$ cat src/rtl/bi_link.sv
// Registered, direction-switchable point-to-point link between two router ports.
// Optional even-parity protection of the held word is enabled with BI_LINK_PARITY_EN.
module bi_link #(
  parameter int DATA_W = 32
) (
  input  logic              clk,
  input  logic              rst_n,
  input  logic              inout_select1,
  input  logic              inout_select2,
  input  logic              in_valid1,
  input  logic [DATA_W-1:0] IN1,
  output logic [DATA_W-1:0] OUT1,
  output logic              out_valid1,
  input  logic              in_valid2,
  input  logic [DATA_W-1:0] IN2,
  output logic [DATA_W-1:0] OUT2,
  output logic              out_valid2,
`ifdef BI_LINK_PARITY_EN
  output logic              parity_err,
`endif
  output logic              conflict
);

  // state  | meaning
  // IDLE   | no direction owned; nothing delivered
  // D12    | end 1 transmits to end 2
  // D21    | end 2 transmits to end 1
  // CONF   | decode only: both ends transmitting (dir_q never holds it)
  typedef enum logic [1:0] {
    IDLE = 2'd0,
    D12  = 2'd1,
    D21  = 2'd2,
    CONF = 2'd3
  } dir_t;

  dir_t              dec;
  dir_t              dir_q;
  logic [DATA_W-1:0] data_q;
  logic              valid_q;
  logic              conflict_q;

  always_comb begin
    dec = IDLE;
    case ({inout_select1, inout_select2})
      2'b01:   dec = D12;
      2'b10:   dec = D21;
      2'b11:   dec = IDLE;
      default: dec = CONF;
    endcase
  end

  always_ff @(posedge clk or negedge rst_n) begin
    if (!rst_n) begin
      dir_q      <= IDLE;
      data_q     <= '0;
      valid_q    <= 1'b0;
      conflict_q <= 1'b0;
    end else begin
      case (dec)
        CONF: begin
          valid_q    <= 1'b0;
          conflict_q <= 1'b1;
          dir_q      <= IDLE;
        end
        IDLE: begin
          valid_q    <= 1'b0;
          conflict_q <= 1'b0;
          dir_q      <= IDLE;
        end
        default: begin
          conflict_q <= 1'b0;
          if (dec != dir_q) begin
            // turnaround bubble: any word still held is dropped
            dir_q   <= dec;
            valid_q <= 1'b0;
          end else if (dec == D12) begin
            valid_q <= in_valid1;
            if (in_valid1) data_q <= IN1;
          end else begin
            valid_q <= in_valid2;
            if (in_valid2) data_q <= IN2;
          end
        end
      endcase
    end
  end

  assign out_valid2 = valid_q && (dir_q == D12);
  assign out_valid1 = valid_q && (dir_q == D21);
  assign OUT2       = out_valid2 ? data_q : '0;
  assign OUT1       = out_valid1 ? data_q : '0;
  assign conflict   = conflict_q;

`ifdef BI_LINK_PARITY_EN
  logic par_q;

  always_ff @(posedge clk or negedge rst_n) begin
    if (!rst_n) begin
      par_q <= 1'b0;
    end else if (dec == dir_q && dec == D12 && in_valid1) begin
      par_q <= ^IN1;
    end else if (dec == dir_q && dec == D21 && in_valid2) begin
      par_q <= ^IN2;
    end
  end

  assign parity_err = (out_valid1 || out_valid2) && ((^data_q) != par_q);
`endif

endmodule

$ cat config.mk
export PLATFORM = sky130hd
export DESIGN_NAME = bi_link
export DESIGN_NICKNAME = d
export VERILOG_FILES = /design/src/rtl/bi_link.sv
export SDC_FILE = /design/constraint.sdc
export NUM_CORES = 1
export LEC_CHECK = 0
export CAP_MARGIN = 20
export CORE_ASPECT_RATIO = 0.6
export CORE_UTILIZATION = 41
export DETAILED_ROUTE_END_ITERATION = 7
export PLACE_DENSITY = 0.91
export RECOVER_POWER = 25
export SYNTH_ARGS = -nofsm -noshare
export SYNTH_HDL_FRONTEND = slang
export SYNTH_SLANG_ARGS = --single-unit
$ cat constraint.sdc
create_clock -name clk -period 2.86 [get_ports clk]
set_input_delay 0.429 -clock clk [delete_from_list [all_inputs] [get_ports clk]]
set_output_delay 0.429 -clock clk [all_outputs]
set_load 0.01 [all_outputs]
======== Word level (Yosys, flattened, before mapping) ========
Index checks and enable logic that the tools add are counted.
storage, ports and cells
  flip-flop bits (word level) ............. 36
  bits of input ports ..................... 70
  output and inout bits ................... 67
  word-level logic and storage cells ...... 34
operators by class
  eq/ne operators ......................... 9
  multiplexer cells ....................... 12
  bitwise operators ....................... 2
  reductions and logical operators ........ 7
operator list
  operator                                        count
  2-to-1 mux 32 bit                               5
  == test 2 bit (second input constant)           4
  == test 2 x 1 -> 1 bit (second input constant)  3
  one-hot mux 2 bit (3 select lines)              1
  2-to-1 mux 1 bit                                4
  2-to-1 mux 2 bit                                2
  AND reduction 4 bit                             1
  nonzero test 2 bit                              2
  logical AND 1 bit                               2
  zero test 2 bit                                 1
  inequality test 2 bit                           1
  inequality test 2 bit (second input constant)   1
  inverter 1 bit                                  2
  OR reduction 2 bit                              1

======== Depth between registers and ports, before layout ========
Gate-level depths: netlist of run 1.
  depth in word-level cells ............... 6
  mapped depth ............................ 7
  depth with buffers taken out ............ 5

======== Worst setup path before layout of run 1 ========
Ideal clock, no wire load.
  path kind ............................... input -> register
  start ................................... input port inout_select1
  end ..................................... register data_q[10]
  library setup time ...................... 125 ps
  arrival time ............................ 2137 ps
  required time ........................... 2735 ps
  slack ................................... 598 ps
  stages .................................. 6
  buffers on the path ..................... 1
  cell sequence ........................... inv_1 > ha_1 > or3_4 > a2111oi_4 > buf_6 > mux2_2
on the way
  longest elaborated chain between the ends .. 6
  elaborated cells between the ends (all ways) .. 15
  classes of those cells .................. 7 x eq/ne; 2 x mux; 2 x bitwise; 4 x reduce/logical
ends and longest elaborated chain
  element                                                         line  RTL
  start: declaration                                              8     input logic inout_select1,
  == test 2 bit / == test 2 x 1 -> 1 bit (equally long branches)  44    case ({inout_select1, inout_select2})
  one-hot mux 2 bit (3 select lines) *                            44
  == test 2 bit / zero test 2 bit (equally long branches)         59    case (dec)
  OR reduction 2 bit (no line)                                    -
  inverter 1 bit (no line)                                        -
  AND reduction 4 bit (no line)                                   -
  end signal: assignment                                          55    data_q <= '0;
  end signal: assignment                                          78    if (in_valid1) data_q <= IN1;
  end signal: assignment                                          81    if (in_valid2) data_q <= IN2;
  end: declaration                                                38    logic [DATA_W-1:0] data_q;
Every way passes the cells marked *; elsewhere a longest branch is shown, timed or not.
A chain may end at the register's enable or synchronous reset.

======== Worst setup path after layout of run 1 ========
  start ................................... register dir_q[0]
  end ..................................... output port OUT2[26]
on the way
  longest elaborated chain between the ends .. 3
ends and longest elaborated chain
  element                   line  RTL
  start: declaration        37    dir_t dir_q;
  start signal: assignment  54    dir_q <= IDLE;
  start signal: assignment  63    dir_q <= IDLE;
  start signal: assignment  68    dir_q <= IDLE;
  == test 2 x 1 -> 1 bit    88    assign out_valid2 = valid_q && (dir_q == D12);
  logical AND 1 bit         88
  2-to-1 mux 32 bit         90    assign OUT2 = out_valid2 ? data_q : '0;
  end: declaration          16    output logic [DATA_W-1:0] OUT2,
Every way passes these cells.

==> impl_results.md, run 1 <==
- Status: finished, violations left
- Failing checks: DRC, capacitance limit, slew limit
- Finished Core Util: 0.7349
- Yosys reg bits: 36
- Post-synth top flop: dfrtp_1
- Clock sink count: 36
- Fin. max-slew vios: 37
- # H-tree levels: 2
- Reg2Reg Depth: 4
- Post-Syn Instances: 198
- WL per Instance: 15.30 µm
- Leading area contributor after synthesis: dfrtp_1
- Final clock skew: 0.005309 ns
- Depth of the worst hold-timing path: 1
- DRC: 9
- Dpl hpwl: 4732 µm
- Initial drt markers: 34
- Hold_sp: data_q[8]$_DFFE_PN0P_
- Minimum clock period: 2.627 ns
- Top-area cell type share of the netlist area: 0.3941
- Via count: 1,954
- Hold Crit Class: register to register
- Hold-fix buffers, CTS: 0
- Netlist cell types: 20
- First-pass GRT wire length: 9687 µm
- Root Buffer: clkbuf_8
- Top cells by area, synth: dfrtp_1 39%, mux2_2 32%, and2_1 18%
- Critical path capture point type: output port
- Syn_nets: 272
- Vias in the first global route: 1,996
- Die W: 98.40 µm
- Setup TNS: 0 ns
- Largest fanout on the critical path: 18
- Total CTS buffers: 5
- Leakage: 1.544 nW
- Hold WS: 0.5161 ns
- Worst EP required: 2.43 ns
- WP data arrival: 2.20 ns
- Grt total ovfl: 0
- Placer Congestion: 0.7791
- Commonest cells post-synth: 64 x and2_1, 64 x mux2_2, 36 x dfrtp_1, 9 x clkbuf_1
- Worst skew pair latency: 0.28 ns
- Final hold vios: 0
- Total wire length: 6152 µm
- Starting Density: 0.4392
- Unrepaired setup endpoints after global routing: false
- DIE AREA: 5888 µm²
- Share of cells above drive strength 1: 0.2470
- Number of synthesized flops with an enable pin: 0
- PostCTS Resize Cnt: 0
- Async SR Flop Fraction: 1.000
- Reg clk slew, reported paths: 0.07 ns
- FF-to-FF Start: dir_q[0]$_DFFE_PN0P_
- Worst vdd ir: 0.2438 mV
- Max Cap Viol: 1
- Worst Hold End: data_q[8]$_DFFE_PN0P_
- Total track usage: 0.2170
- CTS tree: yes
- Mapped Area: 2286 µm²
- Setup bufs post-CTS: 0
- Startpoint types: register
- Post-synthesis sequential area ratio: 0.3941
- FF-to-FF End: data_q[30]$_DFFE_PN0P_
- # rows: 20
- P&R area growth vs syn: 67.32%
- Worst slew margin: -0.2474
- DRT Pass-1 Iters: 6
- Initial antenna violation count: 0
- R2R Setup Slk: 0.89 ns
- Yosys warns: 0
- Port buffer count: 136
- Mean Syn Cell Area: 11.55 µm²
- Worst slew pin tran: 1.871 ns
- ANT nets after route: 0
- Largest net degree at the start of global routing: 37
- Vias per cell: 4.861
- Power per cell area: 440.0 nW/µm²
- Core area: 5205 µm²
- Longest Clk Path Bufs: 2
- Die extent in y: 59.84 µm
- Layout Nets: 410
- Crit Path Class: register to output port
- Final setup vio count: 0
- Antenna cells: 0
- I/O pin total: 137
- Final worst-path cycle share: 0.9185
- Max Clk Rate: 380.7 MHz
==> cells by family after synthesis <==
group	share of synthesized area
fa+ha+maj	0.02189
simple gates	0.1921
flops	0.3941
buf+inv	0.03831
compound gates	0.02518
mux	0.3246
xor+xnor	0.003832
==> power breakdown <==
group          total (W)  internal [W]  switching [W]
Combinational   0.000441      0.000308       0.000132
Clock           0.000378      0.000214       0.000163
Sequential      0.000865      0.000718       0.000147
==> layout by cell type, fill, tap and decap left out <==
cell             Yosys  layout
clkdlybuf4s50_1      0     135
and2_1              64      64
mux2_2              64      64
dfrtp_1             36      36
clkbuf_8             0       7
buf_4                0       7
inv_1                4       4
ha_1                 4       4
and3_1               1       1
nor3b_2              0       1
o21ai_0              1       1
or3_4                1       1
mux2i_1              1       1
xnor2_1              1       1
a2111oi_4            1       1
or2_2                1       1
o31ai_1              1       1
nor3b_1              2       1
o2bb2a_1             1       1
a211oi_1             1       1
mux2_1               1       1
clkbuf_1             9       1
buf_12               0       1
==> cell type report <==
| type | count | area (µm²) |
|---|---|---|
| Timing Repair Buffer | 144 | 1428 |
| Tap cell | 66 | 82.58 |
| Inverter | 4 | 15.01 |
| Fill cell | 395 | 1380 |
| Multi-Input combinational cell | 145 | 1303 |
| Sequential cell | 36 | 900.9 |
| Clock buffer | 7 | 96.34 |
==> stage by stage <==
stage	total power [W]	cell area, µm²	setup slack (ns)	instances
4_1_cts	0.001698	3826	0.2144	402
5_1_grt	0.001786	3825	0.06722	402
6_report	0.001683	3825	0.2332	402
3_5_place_dp	0.001312	3730	0.03424	395
2_1_floorplan	0.001088	2286	0.5984	198
3_3_place_gp	0.001279	3730	0.1311	395
==> flip-flops by register name, summed over array words and instances, names as in the netlist <==
signal	flops
conflict	1
data_q	32
dir_q	2
valid_q	1
==> routing by layer <==
layer	track usage	vias up	routed length [µm]
met5	0	-	0
met4	0.03838	0	27
met3	0.06316	4	513
met2	0.3732	83	2642
met1	0.2800	923	2968
li1	-	944	-
==> worst max path at each step <==
stage | from | endpoint | slack [ns] | cells after the start
floorplan | inout_select1 | data_q[10]$_DFFE_PN0P_ | 0.60 | 6
global placement | inout_select1 | data_q[24]$_DFFE_PN0P_ | 0.13 | 7
detailed placement | inout_select1 | data_q[30]$_DFFE_PN0P_ | 0.03 | 7
CTS | dir_q[0]$_DFFE_PN0P_ | OUT2[26] | 0.21 | 5
global route | dir_q[0]$_DFFE_PN0P_ | OUT2[26] | 0.07 | 5
finish | dir_q[0]$_DFFE_PN0P_ | OUT2[26] | 0.23 | 5
==> critical path: stages (launching register included) <==
cell and delay (ns):
dfrtp_1 0.38, inv_1 0.09, nor3b_2 0.43, buf_4 0.31, and2_1 0.15, clkdlybuf4s50_1 0.57
No activity file was read; power rests on OpenSTA's default activity.
==> run 2: changes to the inputs <==
- CAP_MARGIN: 20 -> 25
==> results of run 2 <==
Final layout, timing and power as in run 1 (identical DEF).
==> run 3: changes to the inputs <==
- CTS_CLUSTER_SIZE: unset -> 30
==> results of run 3 <==
Final layout, timing and power as in run 1 (identical DEF).
